### src/rtl/pico_bus_pkg.sv
// Shared types for the PicoRV32 native-bus arbiter: FSM states and
// request/response bundles.
package pico_bus_pkg;

  typedef enum logic [1:0] {
    IDLE  = 2'd0,
    GRANT = 2'd1,
    TOUT  = 2'd2
  } arb_state_t;

  typedef struct packed {
    logic        valid;
    logic [31:0] addr;
    logic [31:0] wdata;
    logic [3:0]  wstrb;
  } pico_req_t;

  typedef struct packed {
    logic        ready;
    logic [31:0] rdata;
  } pico_rsp_t;

endpackage

### src/rtl/pico_arbiter_2_1_if.sv
// Bus bundle around the 2:1 arbiter: two upstream master ports (picom0/picom1)
// and the single downstream port (picom) feeding the address-decode mux.
interface pico_arbiter_2_1_if;
  // PicoRV32 native handshake: a master raises valid with addr/wdata/wstrb and
  // holds them stable until ready is seen high for one cycle; wstrb==0 is a read.
  logic        picom0_valid;
  logic [31:0] picom0_addr;
  logic [31:0] picom0_wdata;
  logic [3:0]  picom0_wstrb;
  logic        picom0_ready;
  logic [31:0] picom0_rdata;

  logic        picom1_valid;
  logic [31:0] picom1_addr;
  logic [31:0] picom1_wdata;
  logic [3:0]  picom1_wstrb;
  logic        picom1_ready;
  logic [31:0] picom1_rdata;

  logic        picom_valid;
  logic [31:0] picom_addr;
  logic [31:0] picom_wdata;
  logic [3:0]  picom_wstrb;
  logic        picom_ready;
  logic [31:0] picom_rdata;

  // Arbiter view.
  modport slave (
    input  picom0_valid, picom0_addr, picom0_wdata, picom0_wstrb,
    input  picom1_valid, picom1_addr, picom1_wdata, picom1_wstrb,
    output picom0_ready, picom0_rdata, picom1_ready, picom1_rdata,
    output picom_valid, picom_addr, picom_wdata, picom_wstrb,
    input  picom_ready, picom_rdata
  );

  // Environment view: the two masters plus the downstream mux.
  modport master (
    output picom0_valid, picom0_addr, picom0_wdata, picom0_wstrb,
    output picom1_valid, picom1_addr, picom1_wdata, picom1_wstrb,
    input  picom0_ready, picom0_rdata, picom1_ready, picom1_rdata,
    input  picom_valid, picom_addr, picom_wdata, picom_wstrb,
    output picom_ready, picom_rdata
  );
endinterface

### src/rtl/pico_rr_arb2.sv
// Combinational 2-way round-robin pick: a lone requester wins, a tie goes to
// the master that was not granted last.
module pico_rr_arb2 (
  input  logic [1:0] req,
  input  logic       last_gnt,
  output logic       gnt,
  output logic       any
);
  always_comb begin
    any = |req;
    gnt = req[1] & (~req[0] | ~last_gnt);
  end
endmodule

### src/rtl/pico_arbiter_2_1.sv
// Two-master to one-slave arbiter for the PicoRV32 native bus with
// transaction-long round-robin grant and a bus-timeout watchdog.
module pico_arbiter_2_1
  import pico_bus_pkg::*;
#(
  parameter int unsigned TIMEOUT_CYCLES = 256,
  parameter logic [31:0] TIMEOUT_RDATA  = 32'hDEAD_BEEF
) (
  input  logic              clk,
  input  logic              rst,
  pico_arbiter_2_1_if.slave bus,
  input  logic              timeout_clr,
  output logic              timeout_err,
  output logic [31:0]       timeout_addr,
  output logic              timeout_master,
  output arb_state_t        dbg_state,
  output logic              dbg_gnt
);
  localparam int unsigned CW = (TIMEOUT_CYCLES == 0) ? 1 : $clog2(TIMEOUT_CYCLES + 1);
  localparam logic [CW-1:0] CNT_LAST = (TIMEOUT_CYCLES == 0) ? '0 : CW'(TIMEOUT_CYCLES - 1);

  arb_state_t    state_q, state_d;
  logic          gnt_q, gnt_d;
  logic          last_gnt_q, last_gnt_d;
  logic [CW-1:0] cnt_q, cnt_d;
  logic          timeout_err_q, timeout_err_d;
  logic [31:0]   timeout_addr_q, timeout_addr_d;
  logic          timeout_master_q, timeout_master_d;

  pico_req_t req [2];
  pico_rsp_t rsp [2];
  pico_req_t sel;
  pico_req_t out_req;
  logic      pick_gnt, pick_any;

  assign req[0] = '{valid: bus.picom0_valid, addr: bus.picom0_addr,
                    wdata: bus.picom0_wdata, wstrb: bus.picom0_wstrb};
  assign req[1] = '{valid: bus.picom1_valid, addr: bus.picom1_addr,
                    wdata: bus.picom1_wdata, wstrb: bus.picom1_wstrb};
  assign sel    = req[gnt_q];

  pico_rr_arb2 u_pick (
    .req      ({req[1].valid, req[0].valid}),
    .last_gnt (last_gnt_q),
    .gnt      (pick_gnt),
    .any      (pick_any)
  );

  // Data path: only the granted master is connected; TOUT fakes the completion.
  always_comb begin
    out_req = '0;
    rsp[0]  = '0;
    rsp[1]  = '0;
    case (state_q)
      GRANT: begin
        out_req      = sel;
        rsp[gnt_q]   = '{ready: bus.picom_ready, rdata: bus.picom_rdata};
      end
      TOUT:    rsp[gnt_q] = '{ready: 1'b1, rdata: TIMEOUT_RDATA};
      default: ;
    endcase
  end

  assign bus.picom_valid  = out_req.valid;
  assign bus.picom_addr   = out_req.addr;
  assign bus.picom_wdata  = out_req.wdata;
  assign bus.picom_wstrb  = out_req.wstrb;
  assign bus.picom0_ready = rsp[0].ready;
  assign bus.picom0_rdata = rsp[0].rdata;
  assign bus.picom1_ready = rsp[1].ready;
  assign bus.picom1_rdata = rsp[1].rdata;

  always_comb begin
    state_d          = state_q;
    gnt_d            = gnt_q;
    last_gnt_d       = last_gnt_q;
    cnt_d            = cnt_q;
    timeout_addr_d   = timeout_addr_q;
    timeout_master_d = timeout_master_q;
    timeout_err_d    = timeout_clr ? 1'b0 : timeout_err_q;
    unique case (state_q)
      IDLE: begin
        cnt_d = '0;
        if (pick_any) begin
          gnt_d   = pick_gnt;
          state_d = GRANT;
        end
      end
      GRANT: begin
        // Slave ready beats expiry; a dropped request is abandoned without
        // advancing round-robin priority.
        if (bus.picom_ready) begin
          state_d    = IDLE;
          last_gnt_d = gnt_q;
        end else if (!sel.valid) begin
          state_d = IDLE;
        end else if (TIMEOUT_CYCLES != 0 && cnt_q == CNT_LAST) begin
          state_d = TOUT;
        end else if (cnt_q != '1) begin
          cnt_d = cnt_q + CW'(1);
        end
      end
      TOUT: begin
        state_d          = IDLE;
        last_gnt_d       = gnt_q;
        timeout_err_d    = 1'b1;
        timeout_addr_d   = sel.addr;
        timeout_master_d = gnt_q;
      end
      default: state_d = IDLE;
    endcase
  end

  always_ff @(posedge clk) begin
    if (rst) begin
      state_q          <= IDLE;
      gnt_q            <= 1'b0;
      last_gnt_q       <= 1'b1;
      cnt_q            <= '0;
      timeout_err_q    <= 1'b0;
      timeout_addr_q   <= '0;
      timeout_master_q <= 1'b0;
    end else begin
      state_q          <= state_d;
      gnt_q            <= gnt_d;
      last_gnt_q       <= last_gnt_d;
      cnt_q            <= cnt_d;
      timeout_err_q    <= timeout_err_d;
      timeout_addr_q   <= timeout_addr_d;
      timeout_master_q <= timeout_master_d;
    end
  end

  assign timeout_err    = timeout_err_q;
  assign timeout_addr   = timeout_addr_q;
  assign timeout_master = timeout_master_q;
  assign dbg_state      = state_q;
  assign dbg_gnt        = gnt_q;
endmodule

### src/flat_wrapper.sv
// flat-port wrapper written by rule: the top's interface ports become plain ports
module pico_arbiter_2_1_flat import pico_bus_pkg::*;
#(
  parameter int unsigned TIMEOUT_CYCLES = 256,
  parameter logic [31:0] TIMEOUT_RDATA  = 32'hDEAD_BEEF
)
  (clk, rst, timeout_clr, timeout_err, timeout_addr, timeout_master, dbg_state, dbg_gnt, bus_picom0_valid, bus_picom0_addr, bus_picom0_wdata, bus_picom0_wstrb, bus_picom1_valid, bus_picom1_addr, bus_picom1_wdata, bus_picom1_wstrb, bus_picom0_ready, bus_picom0_rdata, bus_picom1_ready, bus_picom1_rdata, bus_picom_valid, bus_picom_addr, bus_picom_wdata, bus_picom_wstrb, bus_picom_ready, bus_picom_rdata);
  pico_arbiter_2_1_if bus_i ();
  input  logic clk;
  input  logic rst;
  input  logic timeout_clr;
  output logic timeout_err;
  output logic [31:0] timeout_addr;
  output logic timeout_master;
  output arb_state_t dbg_state;
  output logic dbg_gnt;
  input wire logic [$bits(bus_i.picom0_valid)-1:0] bus_picom0_valid;
  input wire logic [$bits(bus_i.picom0_addr)-1:0] bus_picom0_addr;
  input wire logic [$bits(bus_i.picom0_wdata)-1:0] bus_picom0_wdata;
  input wire logic [$bits(bus_i.picom0_wstrb)-1:0] bus_picom0_wstrb;
  input wire logic [$bits(bus_i.picom1_valid)-1:0] bus_picom1_valid;
  input wire logic [$bits(bus_i.picom1_addr)-1:0] bus_picom1_addr;
  input wire logic [$bits(bus_i.picom1_wdata)-1:0] bus_picom1_wdata;
  input wire logic [$bits(bus_i.picom1_wstrb)-1:0] bus_picom1_wstrb;
  output wire logic [$bits(bus_i.picom0_ready)-1:0] bus_picom0_ready;
  output wire logic [$bits(bus_i.picom0_rdata)-1:0] bus_picom0_rdata;
  output wire logic [$bits(bus_i.picom1_ready)-1:0] bus_picom1_ready;
  output wire logic [$bits(bus_i.picom1_rdata)-1:0] bus_picom1_rdata;
  output wire logic [$bits(bus_i.picom_valid)-1:0] bus_picom_valid;
  output wire logic [$bits(bus_i.picom_addr)-1:0] bus_picom_addr;
  output wire logic [$bits(bus_i.picom_wdata)-1:0] bus_picom_wdata;
  output wire logic [$bits(bus_i.picom_wstrb)-1:0] bus_picom_wstrb;
  input wire logic [$bits(bus_i.picom_ready)-1:0] bus_picom_ready;
  input wire logic [$bits(bus_i.picom_rdata)-1:0] bus_picom_rdata;
  assign bus_i.picom0_valid = bus_picom0_valid;
  assign bus_i.picom0_addr = bus_picom0_addr;
  assign bus_i.picom0_wdata = bus_picom0_wdata;
  assign bus_i.picom0_wstrb = bus_picom0_wstrb;
  assign bus_i.picom1_valid = bus_picom1_valid;
  assign bus_i.picom1_addr = bus_picom1_addr;
  assign bus_i.picom1_wdata = bus_picom1_wdata;
  assign bus_i.picom1_wstrb = bus_picom1_wstrb;
  assign bus_picom0_ready = bus_i.picom0_ready;
  assign bus_picom0_rdata = bus_i.picom0_rdata;
  assign bus_picom1_ready = bus_i.picom1_ready;
  assign bus_picom1_rdata = bus_i.picom1_rdata;
  assign bus_picom_valid = bus_i.picom_valid;
  assign bus_picom_addr = bus_i.picom_addr;
  assign bus_picom_wdata = bus_i.picom_wdata;
  assign bus_picom_wstrb = bus_i.picom_wstrb;
  assign bus_i.picom_ready = bus_picom_ready;
  assign bus_i.picom_rdata = bus_picom_rdata;
  pico_arbiter_2_1 #(.TIMEOUT_CYCLES(TIMEOUT_CYCLES), .TIMEOUT_RDATA(TIMEOUT_RDATA)) u_core (.clk(clk), .rst(rst), .bus(bus_i), .timeout_clr(timeout_clr), .timeout_err(timeout_err), .timeout_addr(timeout_addr), .timeout_master(timeout_master), .dbg_state(dbg_state), .dbg_gnt(dbg_gnt));
endmodule
### config.mk
export PLATFORM = sky130hd
export DESIGN_NAME = pico_arbiter_2_1_flat
export DESIGN_NICKNAME = d
export VERILOG_FILES = /design/src/rtl/pico_bus_pkg.sv /design/src/rtl/pico_arbiter_2_1_if.sv /design/src/rtl/pico_rr_arb2.sv /design/src/rtl/pico_arbiter_2_1.sv /design/src/flat_wrapper.sv
export SDC_FILE = /design/constraint.sdc
export NUM_CORES = 1
export LEC_CHECK = 0
export CAP_MARGIN = 0
export CORE_AREA = 3 3 134 136
export CTS_CLUSTER_SIZE = 12
export DETAILED_ROUTE_END_ITERATION = 10
export DIE_AREA = 0 0 137 139
export MAX_ROUTING_LAYER = met4
export SLEW_MARGIN = 20
export SYNTH_ARGS = -nofsm -noshare
export SYNTH_HDL_FRONTEND = slang
export SYNTH_SLANG_ARGS = --single-unit
### constraint.sdc
create_clock -name clk -period 2.83 [get_ports clk]
set_input_delay 0.4245 -clock clk [delete_from_list [all_inputs] [get_ports clk]]
set_output_delay 0.4245 -clock clk [all_outputs]
set_load 0.03 [all_outputs]
* After elaboration in Yosys (flattened, before gate mapping) *
Cells that the tools add are included.

storage, ports and cells
  memory bits (writable) = 0
  ROM bits = 0
  input port bits = 174
  memories = 0
  bits in registers = 47
  latch bits = 0

cells by class
  equal/unequal tests = 11
  div/mod/pow operators = 0
  bitwise gates (word level) = 6
  magnitude comparators = 2
  $mul = 0
  mux-type cells = 21
  shifts and indexed selects = 0
  add/subtract/negate cells = 1
  reductions and logical operators = 10

operator list
  cell                                                  count
  two-way mux 69 bit                                    4
  case mux 66 bit (2 select lines)                      1
  AND 66 bit                                            1
  two-way mux 9 bit                                     4
  demux 33 bit (select 1 bit)                           1
  two-way mux 33 bit                                    1
  case mux 9 bit (2 select lines)                       1
  adder 9 x 1 -> 9 bit (second input constant)          1
  equality test 9 x 8 -> 1 bit (second input constant)  1
  != test 9 bit (second input constant)                 1
  two-way mux 2 bit                                     4
  != test 2 x 1 -> 1 bit (second input constant)        3
  != test 2 bit (second input constant)                 3
  AND reduction 2 bit                                   3
  nonzero test 2 bit                                    3
  AND reduction 5 bit                                   1
  != test 4 bit (second input constant)                 1
  case mux 2 bit (2 select lines)                       1
  two-way mux 1 bit                                     3
  equality test 2 x 1 -> 1 bit (second input constant)  1
  equality test 2 bit (second input constant)           1
  >= comparator 2 bit (second input constant)           1
  zero test 2 bit                                       1
  < comparator 2 x 1 -> 1 bit (second input constant)   1
  other kinds (7)                                       8

* Longest topological paths before layout *
  depth in word-level cells = 7
  depth in mapped cells = 9

* By module *
Synthesis repeated with hierarchy kept, for this count alone.

unflattened totals
  cells, all modules = 499
  area total of the unflattened synthesis = 3,632.2 µm²

modules (own cells, without submodules)
  module            cells an instance  times used  seq. area each (µm²)  area each (µm²)
  pico_arbiter_2_1  497                1           940.9                 3,618.5
  pico_rr_arb2      2                  1           0.0                   13.8

* Least setup slack after synthesis *
OpenSTA, ideal clock, no wires.

  path type = reg2out
  from = register u_core.state_q[0], in the netlist u_core.dbg_state[0]
  to = output bus_picom0_rdata[0]
  path slack = 76 ps
  buffers on the path = 1
  cell stages (with the launch flop) = 7
  data arrival time = 2,329 ps
  cells stage by stage = dfxtp_1 > ha_1 > clkinv_1 > nor2_1 > clkbuf_1 > nand2_1 > a21boi_0

between the ends
  cells in the longest elaborated chain, start to end = 2

RTL lines
  what                                                                        RTL line                 RTL
  start: declaration                                                          pico_arbiter_2_1.sv:22   arb_state_t state_q, state_d;
  start signal: assignment                                                    pico_arbiter_2_1.sv:124  state_q <= state_d;
  equality test 2 bit / equality test 2 x 1 -> 1 bit (equally long branches)  pico_arbiter_2_1.sv:54   case (state_q)
  case mux 66 bit (2 select lines) (*)                                        pico_arbiter_2_1.sv:54
  end: declaration                                                            flat_wrapper.sv:26       output wire logic [$bits(bus_i.picom0_rdata)-1:0] bus_picom0_rdata;

Every way passes the cells marked *; elsewhere a longest branch is shown, timed or not.

* Worst setup path in the final report *
  from = register u_core.state_q[1], in the netlist u_core.dbg_state[1]
  to = output bus_picom_addr[10]

between the ends
  cells in the longest elaborated chain, start to end = 2

RTL lines
  what                          RTL line                RTL
  equality test 2 x 1 -> 1 bit  pico_arbiter_2_1.sv:54
  two-way mux 69 bit            pico_arbiter_2_1.sv:54
  end: declaration              flat_wrapper.sv:30      output wire logic [$bits(bus_i.picom_addr)-1:0] bus_picom_addr;

No other way between the ends.

==> run summary <==
Max VDD drop: 0.257 mV
cells traversed along the worst timing path: inv_1, ha_1, inv_2, buf_12, nor2_1, clkdlybuf4s50_1
Clock transition at path regs: 70 ps
worst r2r src: u_core.cnt_q[0]$_SDFFE_PP0P_
most frequent cell after synthesis: nor2_1
RSZ-0062 raised after global routing: no
clock latency on the worst-skew pair: 290 ps
Synth Register Bits: 47
Post-synth EDFFs: 0
dpl cells: 1,036
Lkg Pwr: 2.67 nW
Syn Area/Cell: 7.30 um2
Crit Path Max Fanout: 46
met2 Resource Use GR: 30.8%
final setup vio count: 0
largest family of logic cells by synthesized area: simple AND/OR/NAND/NOR gates
Total Neg Setup Slack: 0 ps
utilization after layout: 43.1%
Total Nets Final: 999
Mapped Area: 3640 um2
Clock Skew: 6.25 ps
Die Height: 139 um
Worst Setup Start Kind: flop
Critical Path AT: 2210 ps
Worst Hold Class: flop to flop
Iteration-0 DRC Markers: 149
status: finished clean
antenna violations before repair: 0
Routed Antenna Nets: 0
cell at the slowest stage of the critical path: clkdlybuf4s50_1
First-pass DRT Iterations: 4
total CTS buffers: 5
IO Port Bufs: 345
largest net degree at the start of global routing: 68
FFs w/ async S/R, synth: 0%
synth cell count leaders: 121 x nor2_1, 70 x mux2i_1, 63 x nand2_1
Mapped Cells: 498
detailed placement HPWL: 13,700 um
final wirelength: 17,100 um
Min-Delay Endpoint: u_core.cnt_q[7]$_SDFFE_PP0P_
CTS tree: built
Hold Vio Cnt, Final: 0
Via density: 4.37
minimum clock period: 2630 ps
Resized cells post-CTS: 0
All-Layer GR Usage: 17.4%
area share of the largest cell type after synthesis: 25.9%
worst r2r path cells: 8
largest cells by area after synthesis: dfxtp_1 26%, mux2i_1 19%, nor2_1 12%
clock root buffer: clkbuf_16
hold path startpoint: u_core.cnt_q[7]$_SDFFE_PP0P_
Max Clk Rate: 0.380 GHz
share of cells above drive strength 1: 12.3%
Synth Area in Compound Gates: 21.1%
Initial Util: 21.3%
worst hold path stage count: 1
period utilization: 93.0%
synth warn: 0
xor/xnor share of the synthesized area: 0.241%
CTS sink cnt: 47
GRT Max-Usage Layer: met2
post-synthesis adder-cell area fraction: 2.41%
post-synthesis sequential area ratio: 25.9%
area grow syn2layout: 102%
# diodes: 0
met1 usage: 19.4%
average wire per standard cell: 16.4 um
Max-Cap Viols: 0
Fill cells: 1,735
slew margin rel.: 39.4%
pre-CTS setup slack: 272 ps
setup slack after layout: 197 ps
setup slack, reg-to-reg: 400 ps
Placer Congestion: 0.865
post-synth top area cell: dfxtp_1
hold buffers post-CTS: 0
CP Capture Type: output port
routed vias: 4,560
H-tree Lvls: 2
Die W: 137 um
max incr delay on CP: 630 ps
RR Endpoint: u_core.cnt_q[5]$_SDFFE_PP0P_
# DRC: 0
Req. time, crit path: 2410 ps
M3 GR Usage: 5.77%
non-filler instance count after layout: 1,044
row count: 48
Top FF cell, synth: dfxtp_1
worst slew pin tran: 909 ps
power density cells: 331 nW/um2
vias in the first global route: 4,528
Synth cell types: 36
WS Path Type: flop to output port
first-pass GRT wire length: 25,500 um
Simple-Gate Fraction of Synth Area: 24.8%
die area: 19,000 um2
Congestion Overflow GR: 0
setup bufs post-CTS: 0
syn_nets: 679
Max Root-Sink Buffers: 2
Core Region: 17,100 um2
mux contribution to synthesized area: 19.9%
max-slew violations: 0
IO Count: 346
[how the worst max path moves through the flow]
stage	startpoint	to	slack, ps	cells past startpoint
final	u_core.dbg_state[1]$_SDFFE_PP0P_	bus_picom_addr[10]	200	6
after global routing	u_core.dbg_state[1]$_SDFFE_PP0P_	bus_picom_addr[10]	20	6
after CTS	u_core.dbg_state[1]$_SDFFE_PP0P_	bus_picom_addr[10]	140	6
after detailed placement	bus_picom0_valid	bus_picom_valid	270	4
after global placement	bus_picom0_valid	bus_picom_valid	290	4
after floorplan	u_core.dbg_state[0]$_SDFFE_PP0P_	bus_picom0_rdata[0]	80	6
[registers in the layout, indices dropped and copies added (netlist names)]
| name | count |
|---|---|
| u_core.timeout_err | 1 |
| u_core.dbg_gnt | 1 |
| u_core.dbg_state | 2 |
| u_core.last_gnt_q | 1 |
| u_core.cnt_q | 9 |
| u_core.timeout_master | 1 |
| u_core.timeout_addr | 32 |
[layer usage]
| metal | part of all wire, % | vias up |
|---|---|---|
| met5 | 0 | - |
| met4 | 0.69 | 0 |
| met3 | 10 | 10 |
| met2 | 50 | 193 |
| met1 | 39 | 2008 |
| li1 | - | 2349 |
[cells in the final DEF, fill, tap and decap left out, types with 2 or more instances in the layout]
cell and n:
mux2_2 2, a31oi_1 2, nand3_1 3, nand2b_1 5, a21boi_0 49, buf_4 77
nor3b_1 2, and3_1 4, and2_1 4, nor2_1 121, inv_1 5, nand2_1 63
dfxtp_1 46, a211oi_1 36, ha_1 6, clkdlybuf4s50_1 275, mux2i_1 70, o21ba_2 2
a21oi_1 13, nand4_1 2, buf_12 6, clkbuf_16 5
[logic make-up (layout without fill, tap and decap cells)]
logic type | after synthesis | count (layout)
mux | 72 | 72
fa+ha+maj | 7 | 7
simple gates | 213 | 213
xor+xnor | 1 | 1
flops | 47 | 47
buf+inv | 52 | 373
compound gates | 106 | 106
[critical path, delay by kind of cell, from the launching register on]
family                     cells  cell delay [ps]
and+or+nand+nor                1               80
adders and majority gates      1              210
buffers and inverters          4             1230
DFF                            1              360
[through the flow]
step / power, mW / hold WS (ps) / instance area [um2]
final: 2.43 / 462 / 7350
after global routing: 2.56 / 499 / 7350
after CTS: 2.48 / 456 / 7350
after detailed placement: 1.84 / 442 / 7200
after global placement: 1.84 / 448 / 7200
after floorplan: 1.26 / 416 / 3640
[where the power goes]
part / internal (mW) / switching, mW / leakage, nW
Clock: 0.356 / 0.260 / 0.0745
Combinational: 0.557 / 0.589 / 2.21
Sequential: 0.666 / 0.00593 / 0.380
Total: 1.58 / 0.855 / 2.67
[area by class of cell]
cell class / instances / area (um2) / area share, %
Clock buffer: 7 / 143 / 1.94
Clock inverter: 1 / 8.76 / 0.119
Inverter: 6 / 22.5 / 0.306
Multi-Input combinational cell: 399 / 2490 / 33.9
Sequential cell: 47 / 945 / 12.9
Tap cell: 225 / 282 / 3.83
Timing Repair Buffer: 359 / 3460 / 47.0
No activity file was read; power rests on OpenSTA's default activity.
